[src/rtl/ascii_number_parser.sv]
// ---------------------------------------------------------------------------
// ascii_number_parser
//
// Parses an optionally signed ASCII decimal number from a UART byte stream.
// A number is terminated by CR, LF or space. On success a two's-complement
// result is published with a one-cycle value_valid pulse. A rejected number
// gives a one-cycle parse_error pulse, and err_code reports the cause.
//
// Ports
//   clk          clock
//   rst          synchronous, active-high reset
//   rx_data      received byte, qualified by new_rx_data
//   new_rx_data  one-cycle strobe per received byte
//   value        signed parsed result, held until the next value_valid
//   value_valid  one-cycle pulse: value updated this cycle
//   parse_error  one-cycle pulse: number rejected
//   err_code     0 none, 1 BADCHAR, 2 OVERFLOW, 3 EMPTY
//   busy         high while a number is in progress or being discarded
// ---------------------------------------------------------------------------
module ascii_number_parser #(
  parameter int WIDTH      = 32,
  parameter int MAX_DIGITS = 10
) (
  input  logic                    clk,
  input  logic                    rst,
  input  logic [7:0]              rx_data,
  input  logic                    new_rx_data,
  output logic signed [WIDTH-1:0] value,
  output logic                    value_valid,
  output logic                    parse_error,
  output logic [1:0]              err_code,
  output logic                    busy
);

  typedef enum logic [1:0] {IDLE, SIGN, ACCUM, DISCARD} state_t;

  localparam logic [1:0] ERR_NONE     = 2'd0;
  localparam logic [1:0] ERR_BADCHAR  = 2'd1;
  localparam logic [1:0] ERR_OVERFLOW = 2'd2;
  localparam logic [1:0] ERR_EMPTY    = 2'd3;

  localparam int CW = $clog2(MAX_DIGITS + 1);
  // Four extra bits hold acc*10+9 for the largest accumulator (2^(WIDTH-1)).
  localparam int AW = WIDTH + 4;

  state_t                   state, state_nx;
  logic [WIDTH-1:0]         acc, acc_nx;
  logic [CW-1:0]            count, count_nx;
  logic                     neg, neg_nx;
  logic signed [WIDTH-1:0]  value_nx;
  logic                     value_valid_nx, parse_error_nx;
  logic [1:0]               err_code_nx;
  logic                     err_hit;
  logic [1:0]               err_cause;

  // Byte classification.
  logic       is_digit, is_term, is_sign;
  logic [3:0] digit;

  assign is_digit = (rx_data >= 8'h30) && (rx_data <= 8'h39);
  assign is_term  = (rx_data == 8'h0D) || (rx_data == 8'h0A) || (rx_data == 8'h20);
  assign is_sign  = (rx_data == 8'h2D) || (rx_data == 8'h2B);
  assign digit    = rx_data[3:0];

  // Candidate accumulator value, acc*10 + d, and the sign-dependent limit.
  logic [AW-1:0] acc_ext, acc_next, limit;

  assign acc_ext  = {4'b0000, acc};
  assign acc_next = (acc_ext << 3) + (acc_ext << 1) + AW'(digit);
  assign limit    = neg ? (AW'(1) << (WIDTH - 1))
                        : (AW'(1) << (WIDTH - 1)) - AW'(1);

  // State and output registers.
  always_ff @(posedge clk) begin
    // NOTE: registers take non-blocking assignments, so every flop samples the
    // pre-edge values and the order of statements in this block does not matter.
    if (rst) begin
      state       <= IDLE;
      acc         <= '0;
      count       <= '0;
      neg         <= 1'b0;
      value       <= '0;
      value_valid <= 1'b0;
      parse_error <= 1'b0;
      err_code    <= ERR_NONE;
    end else begin
      state       <= state_nx;
      acc         <= acc_nx;
      count       <= count_nx;
      neg         <= neg_nx;
      value       <= value_nx;
      value_valid <= value_valid_nx;
      parse_error <= parse_error_nx;
      err_code    <= err_code_nx;
    end
  end

  // Next-state and next-register logic.
  always_comb begin
    // NOTE: every signal assigned below gets a default here first. A path that
    // left one of them unassigned would infer a latch.
    state_nx       = state;
    acc_nx         = acc;
    count_nx       = count;
    neg_nx         = neg;
    value_nx       = value;
    value_valid_nx = 1'b0;
    parse_error_nx = 1'b0;
    err_code_nx    = err_code;
    err_hit        = 1'b0;
    err_cause      = ERR_NONE;

    if (new_rx_data) begin
      unique case (state)
        IDLE: begin
          if (is_digit) begin
            state_nx = ACCUM;
            acc_nx   = WIDTH'(digit);
            count_nx = CW'(1);
            neg_nx   = 1'b0;
          end else if (is_sign) begin
            state_nx = SIGN;
            neg_nx   = rx_data[1] == 1'b0; // '-' is 0x2D, '+' is 0x2B
          end else if (!is_term) begin
            state_nx  = DISCARD;
            err_hit   = 1'b1;
            err_cause = ERR_BADCHAR;
          end
        end
        SIGN: begin
          if (is_digit) begin
            state_nx = ACCUM;
            acc_nx   = WIDTH'(digit);
            count_nx = CW'(1);
          end else if (is_term) begin
            state_nx  = IDLE;
            err_hit   = 1'b1;
            err_cause = ERR_EMPTY;
          end else begin
            state_nx  = DISCARD;
            err_hit   = 1'b1;
            err_cause = ERR_BADCHAR;
          end
        end
        ACCUM: begin
          if (is_digit) begin
            if (count == CW'(MAX_DIGITS) || acc_next > limit) begin
              state_nx  = DISCARD;
              err_hit   = 1'b1;
              err_cause = ERR_OVERFLOW;
            end else begin
              acc_nx   = acc_next[WIDTH-1:0];
              count_nx = count + CW'(1);
            end
          end else if (is_term) begin
            // The negated magnitude wraps correctly for -2^(WIDTH-1).
            state_nx       = IDLE;
            value_nx       = neg ? $signed(-acc) : $signed(acc);
            value_valid_nx = 1'b1;
            err_code_nx    = ERR_NONE;
            acc_nx         = '0;
            count_nx       = '0;
            neg_nx         = 1'b0;
          end else begin
            state_nx  = DISCARD;
            err_hit   = 1'b1;
            err_cause = ERR_BADCHAR;
          end
        end
        DISCARD: begin
          if (is_term) state_nx = IDLE;
        end
        default: state_nx = IDLE;
      endcase

      if (err_hit) begin
        parse_error_nx = 1'b1;
        err_code_nx    = err_cause;
        acc_nx         = '0;
        count_nx       = '0;
        neg_nx         = 1'b0;
      end
    end
  end

  // Output decode from the registered state.
  always_comb begin
    busy = (state != IDLE);
  end

endmodule

[config.mk]
export PLATFORM = sky130hd
export DESIGN_NAME = ascii_number_parser
export DESIGN_NICKNAME = d
export VERILOG_FILES = /design/src/rtl/ascii_number_parser.sv
export SDC_FILE = /design/constraint.sdc
export NUM_CORES = 1
export LEC_CHECK = 0
export BUFFER_PORTS_ARGS = -buffer_cell sky130_fd_sc_hd__buf_2
export CAP_MARGIN = 20
export CORE_ASPECT_RATIO = 1.4
export CORE_UTILIZATION = 35
export CTS_CLUSTER_DIAMETER = 100
export DETAILED_ROUTE_END_ITERATION = 12
export PLACE_DENSITY = 0.61
export SYNTH_ARGS = -nofsm -noshare
export SYNTH_HDL_FRONTEND = slang
export SYNTH_SLANG_ARGS = --single-unit
[constraint.sdc]
create_clock -name clk -period 7.07 [get_ports clk]
set_input_delay 0.3535 -clock clk [delete_from_list [all_inputs] [get_ports clk]]
set_output_delay 0.3535 -clock clk [all_outputs]
set_load 0.03 [all_outputs]
* Yosys cells after proc, flatten, opt, wreduce, memory -nomap -nowiden
Index checks and enable logic that the tools add are counted.
Word-level totals: register bits after elaboration 75, output and inout bits 37, logic and storage cells 107, input port bits 11
Operators by class: reduce and logical (&&, ||, !) cells 19, add/sub/neg operators 4, equal/unequal tests 19, $lt $le $gt $ge 3, bitwise gates (word level) 4, mux-type cells 50
Operators with widths (number):
- $mux W32 | 7
- $pmux W32 S2 | 1
- $add A35 B33 Y36 | 1
- $add A36 B4 Y36 | 1
- $gt A36 B32 Y1 | 1
- $neg A32 Y32 | 1
- $mux W2 | 15
- $eq A8 B6 Y1 const B | 3
- $mux W4 | 5
- $mux W1 | 17
- $eq A8 B4 Y1 const B | 2
- $ne A4 B4 Y1 const B | 4
- $reduce_and A4 Y1 | 3
- $reduce_and A5 Y1 | 2
- $ne A3 B3 Y1 const B | 3
- $ge A8 B6 Y1 const B | 1
- $le A8 B6 Y1 const B | 1
- $pmux W2 S4 | 1
- $pmux W4 S2 | 1
- $pmux W2 S3 | 1
- $reduce_bool A2 Y1 | 3
- $reduce_bool A3 Y1 | 2
- $add A4 B1 Y4 const B | 1
- $eq A2 B2 Y1 const B | 2
- 13 further kinds | 20

* Logic depth before layout (Yosys ltp)
Gate-level depths: netlist of the first run.
depth in word-level cells 10, depth in mapped cells 22, mapped depth without buffers 20

* Least setup slack after synthesis of the first run
OpenSTA, ideal clock, no wires.
path type register to register, start register acc[2], end register acc[11], slack 1.921 ns, buffers on the path 2, stages on the path, launching flop included 21, arrival 5.083 ns, clock period less this slack 5.149 ns, library setup time 0.066 ns, data required time 7.004 ns, cell sequence dfxtp_1 fa_1 ha_1 a211oi_1 o211ai_1 a31o_2 a2111oi_0 nor3_1 a31oi_1 xnor2_1 ha_1 nand4_1 nor4_1 a22oi_1 a221o_1 a311o_1 nor4_4 o21bai_2 buf_6 buf_6 a21oi_2
Between the ends: longest elaborated chain between the ends 10, elaborated cells on any way between the ends 17
Ends and longest elaborated chain:
- from (decl) | RTL line 47 | logic [WIDTH-1:0] acc, acc_nx;
- from (signal assigned) | RTL line 88 | acc <= acc_nx;
- $add A35 B33 Y36 * | RTL line 69 | assign acc_next = (acc_ext << 3) + (acc_ext << 1) + AW'(digit);
- $add A36 B4 Y36 * | RTL line 69
- $gt A36 B32 Y1 | RTL line 147 | if (count == CW'(MAX_DIGITS) || acc_next > limit) begin
- $logic_or A1 B1 Y1 | RTL line 147
- $mux W1 | RTL line 147
- $mux W1 | RTL line 146 | if (is_digit) begin
- $pmux W1 S3 | RTL line 114 | unique case (state)
- $mux W1 | RTL line 113 | if (new_rx_data) begin
- $ne A4 B4 Y1 (no source line), or another cell as far along
- $reduce_and A5 Y1 (no source line)
Mark *: on every way between the ends. The rest lies on a longest branch, timed or not. The select of a mux whose other input is x is not followed. A chain may end at the register's enable or synchronous reset.

* Final worst setup path of the first run
start register acc[2], end register acc[23]
Same word-level chain as after synthesis.

==> results.json, run 1 <==
{
  "run_status": "completed",
  "drv_cap": 0,
  "crit-reg2reg-capture": "acc[23]$_SDFFE_PP0P_",
  "cp-end-kind": "flip-flop",
  "clock-root-buffer": "sky130_fd_sc_hd__clkbuf_16",
  "overflow": 0,
  "post-cts-setup-buffers": 0,
  "number_of_antenna_violations_at_the_first_check_in_global_routing": 0,
  "commonest_cells_after_routing_fill_and_taps_aside": "sky130_fd_sc_hd__nand2_1, sky130_fd_sc_hd__ha_1, sky130_fd_sc_hd__a21oi_1, sky130_fd_sc_hd__dfxtp_1, sky130_fd_sc_hd__nor2_1",
  "ant_nets": 0,
  "fraction_of_final_layout_cells_sized_beyond_drive_strength_1_pct": 10.8,
  "maximum_number_of_pins_on_one_net_before_global_route_repair": 58,
  "detail_route.vias_per_cell": 5.61,
  "rrSetupSlack_ns": 1.06,
  "final_net_count": 967,
  "floorplan.core_area_sq_mm": 0.0181,
  "globalplace.congestion": 0.957,
  "ctsLongestPathBuffers": 2,
  "stdcell_count": 1100,
  "synth_area_per_cell_sq_um": 7.82,
  "cts.clk_slew.worst_paths_ns": 0.06,
  "syn_inst": 837,
  "critical_path.max_fanout": 29,
  "clkSinkCount": 75,
  "hold_path_end": "err_code[0]$_SDFFE_PP0P_",
  "synth_top_cell_area_share_pct": 23.0,
  "ir_worst_vdd_v": 0.0000980,
  "synth_enable_flop_cells": 0,
  "setup_tns_ns": 0,
  "period_minus_slack_ns": 6.01,
  "post-route-drc-count": 0,
  "rsz0062_at_grt": "false",
  "hold_viol": 0,
  "hold_depth": 2,
  "worst_path_largest_cell_delay_ns": 0.53,
  "num_vias": 6171,
  "htreeDepth": 3,
  "worstPathArrival_ns": 6.27,
  "rows": 58,
  "worstReg2RegStart": "acc[2]$_SDFFE_PP0P_",
  "worst_setup_path_start_kind": "flip-flop",
  "floorplan.io_pins": 48,
  "postSynthNetCount": 948,
  "postSynthRegisterBits": 75,
  "drt-wirelength-per-cell_um": 16.3,
  "leakage_nw": 3.21,
  "crit_buf_inv": 1,
  "timing.fmax_mhz": 166,
  "slowest_stage": "sky130_fd_sc_hd__fa_1",
  "min_from": "new_rx_data",
  "post_cts_resize_count": 0,
  "p_per_area_mw_per_mm2": 154,
  "cp_cell_sequence": "fa_1 -> ha_1 -> a211oi_1 -> o211ai_1 -> a31o_2 -> a2111oi_0 -> nor3_1 -> a31oi_1 -> xnor2_1 -> ha_1 -> nand4_1 -> nor4_1 -> a22oi_1 -> a221o_1 -> a311o_1 -> nor4_4 -> o21bai_2 -> buf_4 -> nor3_1",
  "io_buffer_count": 47,
  "worst-setup-path-type": "flip-flop to flip-flop",
  "synth_top_flop_cell": "sky130_fd_sc_hd__dfxtp_1",
  "finalCoreUtilization_pct": 39.9,
  "slew_viol_final": 0,
  "cts_hold_buffers": 0,
  "max_slew.worst_pin.slew_ns": 0.993,
  "timing.final.crit_share_pct": 85.0,
  "place_inst": 1085,
  "detail_route.iter0.violations": 438,
  "track_usage_pct": 19.2,
  "remaining_max_slew_budget_at_the_tightest_pin_pct": 33.8,
  "fp.dieW_um": 118,
  "yosysUniqueCellTypes": 66,
  "worst_hold_path_type": "input pin to flip-flop",
  "reg2regPathDepth": 19,
  "synth_top_area_cell": "sky130_fd_sc_hd__dfxtp_1",
  "final-setup-viol-count": 0,
  "floorplan.die_area_sq_mm": 0.0192,
  "dp_hpwl_mm": 14.1,
  "synth.area.top_cells": "sky130_fd_sc_hd__dfxtp_1, sky130_fd_sc_hd__ha_1, sky130_fd_sc_hd__nand2_1",
  "die_height_um": 164,
  "seq_area_frac_synth_pct": 23.0,
  "worstPathRequired_ns": 7.33,
  "synth-warning-count": 0,
  "tritoncts_clock_tree": "built",
  "critical-path-top-delay-family": "compound AO/OA/AOI/OAI gates",
  "worst_skew_pair.late_latency_ns": 0.34,
  "grt_first_pass_wirelength_mm": 29.8,
  "final_antenna_diode_count": 0,
  "mappedNetlistArea_sq_mm": 0.00654,
  "grt_pass1_vias": 6022,
  "commonest_non_fill_non_tap_cell_in_the_layout": "sky130_fd_sc_hd__nand2_1",
  "cts_made_buffers": 9,
  "routed_wl_mm": 18.0,
  "synth_async_sr_flop_share_pct": 0,
  "fin_skew_ns": 0.00980,
  "synthToLayoutAreaGrowth_pct": 10.7,
  "start_util_pct": 36.1,
  "drt_first_pass_iters": 5
}
[power by group]
group	switching [mW]	internal [mW]
logic	0.133	0.0638
registers	0.0170	0.431
clock network	0.199	0.272
total	0.349	0.768
[layer usage]
metal,routed length [um],part of all wire [%],vias to the layer above,global-route usage [%]
met2,9290,52,136,36.8
met3,506,2.8,55,2.19
li1,-,-,3119,-
met1,7400,41,2861,20.3
met5,0,0,-,0
met4,765,4.3,0,10.7
[sequential cells by signal, summed over array words and instances, names as in the netlist]
| name | count |
|---|---|
| err_code | 2 |
| acc | 32 |
| value_valid | 1 |
| count | 4 |
| parse_error | 1 |
| neg | 1 |
| state | 2 |
| value | 32 |
[kinds of logic (layout without fill, tap and decap cells)]
group                    after synthesis  count (layout)  synth area share [%]
AND/OR/NAND/NOR                      281             281                  20.3
AO/OA/AOI/OAI                        259             259                  25.5
adder cells (fa/ha/maj)              100             100                  19.4
flip-flops                            75              75                  23.0
buffers and inverters                 62              85                  3.83
XOR/XNOR                              59              59                  7.90
multiplexers                           1               1                 0.153
[stage by stage]
step                      instance area [sq um]  power [mW]  setup slack [ns]  hold WS [ns]
final                                      7240        1.12              1.06         0.407
after global routing                       7240        1.16             0.642         0.430
after CTS                                  7240        1.12              1.06         0.406
after detailed placement                   6950       0.655              1.09         0.445
after global placement                     6950       0.654              1.12         0.440
after floorplan                            6540       0.596              1.92         0.480
[layout make-up]
type	instances	area (sq um)
well taps	240	300
fillers	1872	10900
clock inverters	6	66.3
clock buffers	9	225
repair buffers	51	265
flip-flops and latches	75	1500
inverters	19	71.3
multi-input cells	700	4810
[synthesized netlist by cell type (3+ instances only)]
| cell type | number |
|---|---|
| sky130_fd_sc_hd__a21oi_2 | 11 |
| sky130_fd_sc_hd__nor3b_1 | 4 |
| sky130_fd_sc_hd__a21o_1 | 8 |
| sky130_fd_sc_hd__a21oi_1 | 86 |
| sky130_fd_sc_hd__nand2_1 | 117 |
| sky130_fd_sc_hd__o41ai_1 | 7 |
| sky130_fd_sc_hd__or4_1 | 7 |
| sky130_fd_sc_hd__o211ai_1 | 5 |
| sky130_fd_sc_hd__a211oi_1 | 30 |
| sky130_fd_sc_hd__o21bai_1 | 8 |
| sky130_fd_sc_hd__a221oi_1 | 3 |
| sky130_fd_sc_hd__and4_1 | 4 |
| sky130_fd_sc_hd__nor2b_1 | 6 |
| sky130_fd_sc_hd__inv_1 | 19 |
| sky130_fd_sc_hd__xor2_1 | 40 |
| sky130_fd_sc_hd__nor2_1 | 65 |
| sky130_fd_sc_hd__nand4_1 | 19 |
| sky130_fd_sc_hd__nand3_1 | 11 |
| sky130_fd_sc_hd__ha_1 | 98 |
| sky130_fd_sc_hd__and3_1 | 6 |
| sky130_fd_sc_hd__dfxtp_1 | 75 |
| sky130_fd_sc_hd__o21ai_1 | 3 |
| sky130_fd_sc_hd__buf_1 | 4 |
| sky130_fd_sc_hd__o31ai_1 | 8 |
| sky130_fd_sc_hd__nor3_1 | 16 |
| sky130_fd_sc_hd__a31oi_1 | 9 |
| sky130_fd_sc_hd__a22oi_1 | 5 |
| sky130_fd_sc_hd__nor4_1 | 6 |
| sky130_fd_sc_hd__o2bb2ai_1 | 4 |
| sky130_fd_sc_hd__clkbuf_1 | 35 |
| sky130_fd_sc_hd__or3_1 | 7 |
| sky130_fd_sc_hd__o21ai_0 | 46 |
| sky130_fd_sc_hd__xnor2_1 | 19 |
[how the worst max path moves through the flow]
stage,from,to,slack (ns),cells after the start
after floorplan,acc[2]$_SDFFE_PP0P_,acc[11]$_SDFFE_PP0P_,1.92,20
after global placement,rx_data[3],count[1]$_SDFFE_PP0P_,1.12,20
after detailed placement,rx_data[3],count[1]$_SDFFE_PP0P_,1.09,20
after CTS,acc[2]$_SDFFE_PP0P_,count[1]$_SDFFE_PP0P_,1.06,19
after global routing,acc[2]$_SDFFE_PP0P_,acc[23]$_SDFFE_PP0P_,0.64,19
final,acc[2]$_SDFFE_PP0P_,acc[23]$_SDFFE_PP0P_,1.06,19
Note: power is estimated with default switching activity, not from simulation.
==> run 2: changes to the inputs <==
--- a/config.mk
+++ b/config.mk
@@ -5,6 +5,7 @@
 export SDC_FILE = /design/constraint.sdc
 export NUM_CORES = 1
 export LEC_CHECK = 0
+export ABC_AREA = 1
 export BUFFER_PORTS_ARGS = -buffer_cell sky130_fd_sc_hd__buf_2
 export CAP_MARGIN = 20
 export CORE_ASPECT_RATIO = 1.4
==> results.json, run 2 <==
{
  "routed_wl_mm": 18.8,
  "floorplan.core_area_sq_mm": 0.0198,
  "drv_cap": 0,
  "commonest_non_fill_non_tap_cell_in_the_layout": "sky130_fd_sc_hd__nand2_1",
  "grt_pass1_vias": 6418,
  "max_slew.worst_pin.slew_ns": 0.910,
  "finalCoreUtilization_pct": 39.7,
  "clkSinkCount": 75,
  "largest_registers_in_the_final_layout": "acc: 32 flops, value: 32 flops, count: 4 flops",
  "final_antenna_diode_count": 0,
  "remaining_max_slew_budget_at_the_tightest_pin_pct": 39.1,
  "clock-root-buffer": "sky130_fd_sc_hd__clkbuf_16",
  "p_per_area_mw_per_mm2": 205,
  "hold_viol": 0,
  "timing.fmax_mhz": 207,
  "post-route-drc-count": 0,
  "globalplace.congestion": 0.901,
  "floorplan.io_pins": 48,
  "ctsLongestPathBuffers": 2,
  "commonest_cells_after_routing_fill_and_taps_aside": "sky130_fd_sc_hd__nand2_1, sky130_fd_sc_hd__nor2_1, sky130_fd_sc_hd__inv_1, sky130_fd_sc_hd__ha_1, sky130_fd_sc_hd__dfxtp_1",
  "post-cts-setup-buffers": 0,
  "cts_made_buffers": 9,
  "min_from": "rx_data[0]",
  "worstPathRequired_ns": 7.31,
  "detail_route.vias_per_cell": 4.92,
  "setup_tns_ns": 0,
  "ir_worst_vdd_v": 0.000111,
  "drt-wirelength-per-cell_um": 13.7,
  "track_usage_pct": 18.9,
  "timing.final.crit_share_pct": 68.2,
  "grt_first_pass_wirelength_mm": 31.0,
  "worstPathArrival_ns": 5.06,
  "synth.area.top_cells": "sky130_fd_sc_hd__dfxtp_1, sky130_fd_sc_hd__ha_1, sky130_fd_sc_hd__nand2_1",
  "synth_area_per_cell_sq_um": 6.55,
  "fraction_of_final_layout_cells_sized_beyond_drive_strength_1_pct": 10.6,
  "detail_route.iter0.violations": 350,
  "overflow": 0,
  "postSynthRegisterBits": 75,
  "syn_inst": 1074,
  "critical_path.max_fanout": 30,
  "maximum_number_of_pins_on_one_net_before_global_route_repair": 56,
  "period_minus_slack_ns": 4.82,
  "number_of_antenna_violations_at_the_first_check_in_global_routing": 0,
  "synth-warning-count": 0,
  "io_buffer_count": 47,
  "cp-end-kind": "flip-flop",
  "register_area_sq_mm": 0.00150,
  "synth_async_sr_flop_share_pct": 0,
  "drt_first_pass_iters": 7,
  "fillers": 2102,
  "tritoncts_clock_tree": "built",
  "place_ws_ns": 2.09,
  "cts.clk_slew.worst_paths_ns": 0.06,
  "rows": 61,
  "multi_input_area_sq_mm": 0.00487,
  "synth_enable_flop_cells": 0,
  "synthToLayoutAreaGrowth_pct": 11.7,
  "synth_top_area_cell": "sky130_fd_sc_hd__dfxtp_1",
  "timing.final.ws_setup_ns": 2.25,
  "synth_top_cell_area_share_pct": 21.3,
  "worst_skew_pair.late_latency_ns": 0.34,
  "fp.dieW_um": 122,
  "slew_viol_final": 0,
  "final-setup-viol-count": 0,
  "die_height_um": 170,
  "htreeDepth": 3,
  "ant_nets": 0,
  "worstReg2RegStart": "acc[2]$_SDFFE_PP0P_",
  "yosysUniqueCellTypes": 43,
  "seq_area_frac_synth_pct": 21.3,
  "rsz0062_at_grt": "false",
  "dp_hpwl_mm": 14.9,
  "cts_hold_buffers": 0,
  "num_vias": 6743,
  "leakage_nw": 4.24,
  "worst-setup-path-type": "flip-flop to flip-flop",
  "fin_skew_ns": 0.00797,
  "worst_setup_path_start_kind": "flip-flop",
  "worst_hold_path_type": "input pin to flip-flop",
  "synth_most_common_cell": "sky130_fd_sc_hd__nand2_1",
  "synth_top_flop_cell": "sky130_fd_sc_hd__dfxtp_1",
  "final_net_count": 1225,
  "postSynthNetCount": 1185,
  "mappedNetlistArea_sq_mm": 0.00703,
  "floorplan.die_area_sq_mm": 0.0207,
  "post_cts_resize_count": 0,
  "post_synth_most_frequent_cells": "sky130_fd_sc_hd__nand2_1, sky130_fd_sc_hd__nor2_1, sky130_fd_sc_hd__inv_1, sky130_fd_sc_hd__ha_1, sky130_fd_sc_hd__dfxtp_1",
  "run_status": "completed",
  "timing.critical_path.from": "acc[2]$_SDFFE_PP0P_",
  "start_util_pct": 35.6
}
-- run 2: power by group --
group | total, mW | internal (mW) | switching [mW] | leakage (nW)
sequential | 0.490 | 0.449 | 0.0411 | 0.610
combinational | 0.580 | 0.198 | 0.382 | 3.47
clock | 0.537 | 0.344 | 0.192 | 0.162
total | 1.61 | 0.992 | 0.615 | 4.24
-- run 2: through the flow --
| step | instance area [sq um] | power (mW) | hold WS, ns | instances |
|---|---|---|---|---|
| after CTS | 7860 | 1.62 | 0.298 | 1370 |
| final | 7860 | 1.61 | 0.316 | 1370 |
| after detailed placement | 7510 | 1.08 | 0.474 | 1355 |
| after global placement | 7510 | 1.07 | 0.464 | 1355 |
| after global routing | 7860 | 1.72 | 0.347 | 1370 |
| after floorplan | 7030 | 0.934 | 0.442 | 1074 |
-- run 2: worst paths after layout --
kind / endpoint / slack, ns / cells after the start
setup / recovery: acc[18]$_SDFFE_PP0P_ / 2.25 / 23
hold / removal: acc[0]$_SDFFE_PP0P_ / 0.32 / 3
setup reg to reg: acc[18]$_SDFFE_PP0P_ / 2.25 / 23
hold reg to reg: err_code[1]$_SDFFE_PP0P_ / 0.48 / 2
-- run 2: cell families (layout without fill, tap and decap cells) --
group,after synthesis,in the layout,share of synthesized area [%]
and+or+nand+nor,518,518,31.2
AOI/OAI and AO/OA,172,172,15.0
buffers and inverters,169,213,9.45
adders and majority gates,100,100,18.0
DFF,75,75,21.3
xor gates and xnor gates,40,40,4.98
-- run 2: worst max-delay path, cell delays in order (launching register included) --
cell	delay, ns
sky130_fd_sc_hd__dfxtp_1	0.41
sky130_fd_sc_hd__fa_1	0.49
sky130_fd_sc_hd__fa_1	0.47
sky130_fd_sc_hd__nand2_1	0.08
sky130_fd_sc_hd__nand3_1	0.11
sky130_fd_sc_hd__nand3_1	0.09
sky130_fd_sc_hd__nand2_1	0.10
sky130_fd_sc_hd__nand2_1	0.07
sky130_fd_sc_hd__nand2_1	0.10
sky130_fd_sc_hd__a21oi_1	0.23
sky130_fd_sc_hd__o21ai_0	0.16
sky130_fd_sc_hd__a21oi_1	0.18
sky130_fd_sc_hd__xor2_1	0.21
sky130_fd_sc_hd__inv_1	0.06
sky130_fd_sc_hd__ha_1	0.27
sky130_fd_sc_hd__nand2_1	0.06
sky130_fd_sc_hd__nor2_1	0.15
sky130_fd_sc_hd__nor4b_1	0.25
sky130_fd_sc_hd__nand2_1	0.08
sky130_fd_sc_hd__nand2_1	0.13
sky130_fd_sc_hd__nand3_4	0.11
sky130_fd_sc_hd__nand2_2	0.08
sky130_fd_sc_hd__nand2_2	0.48
sky130_fd_sc_hd__a211oi_2	0.34
-- run 2: cell type report --
| type | count | area share (%) |
|---|---|---|
| Multi-Input combinational cell | 830 | 62.0 |
| Clock inverter | 6 | 1.47 |
| Tap cell | 252 | 4.01 |
| Clock buffer | 9 | 2.87 |
| Timing Repair Buffer | 53 | 3.57 |
| Inverter | 145 | 6.93 |
| Sequential cell | 75 | 19.1 |
-- run 2: per-layer routing --
| layer | wire [um] | track usage, % |
|---|---|---|
| met2 | 9500 | 35.1 |
| met3 | 425 | 1.71 |
| met4 | 650 | 8.37 |
| met1 | 8250 | 21.5 |
| met5 | 0 | 0 |
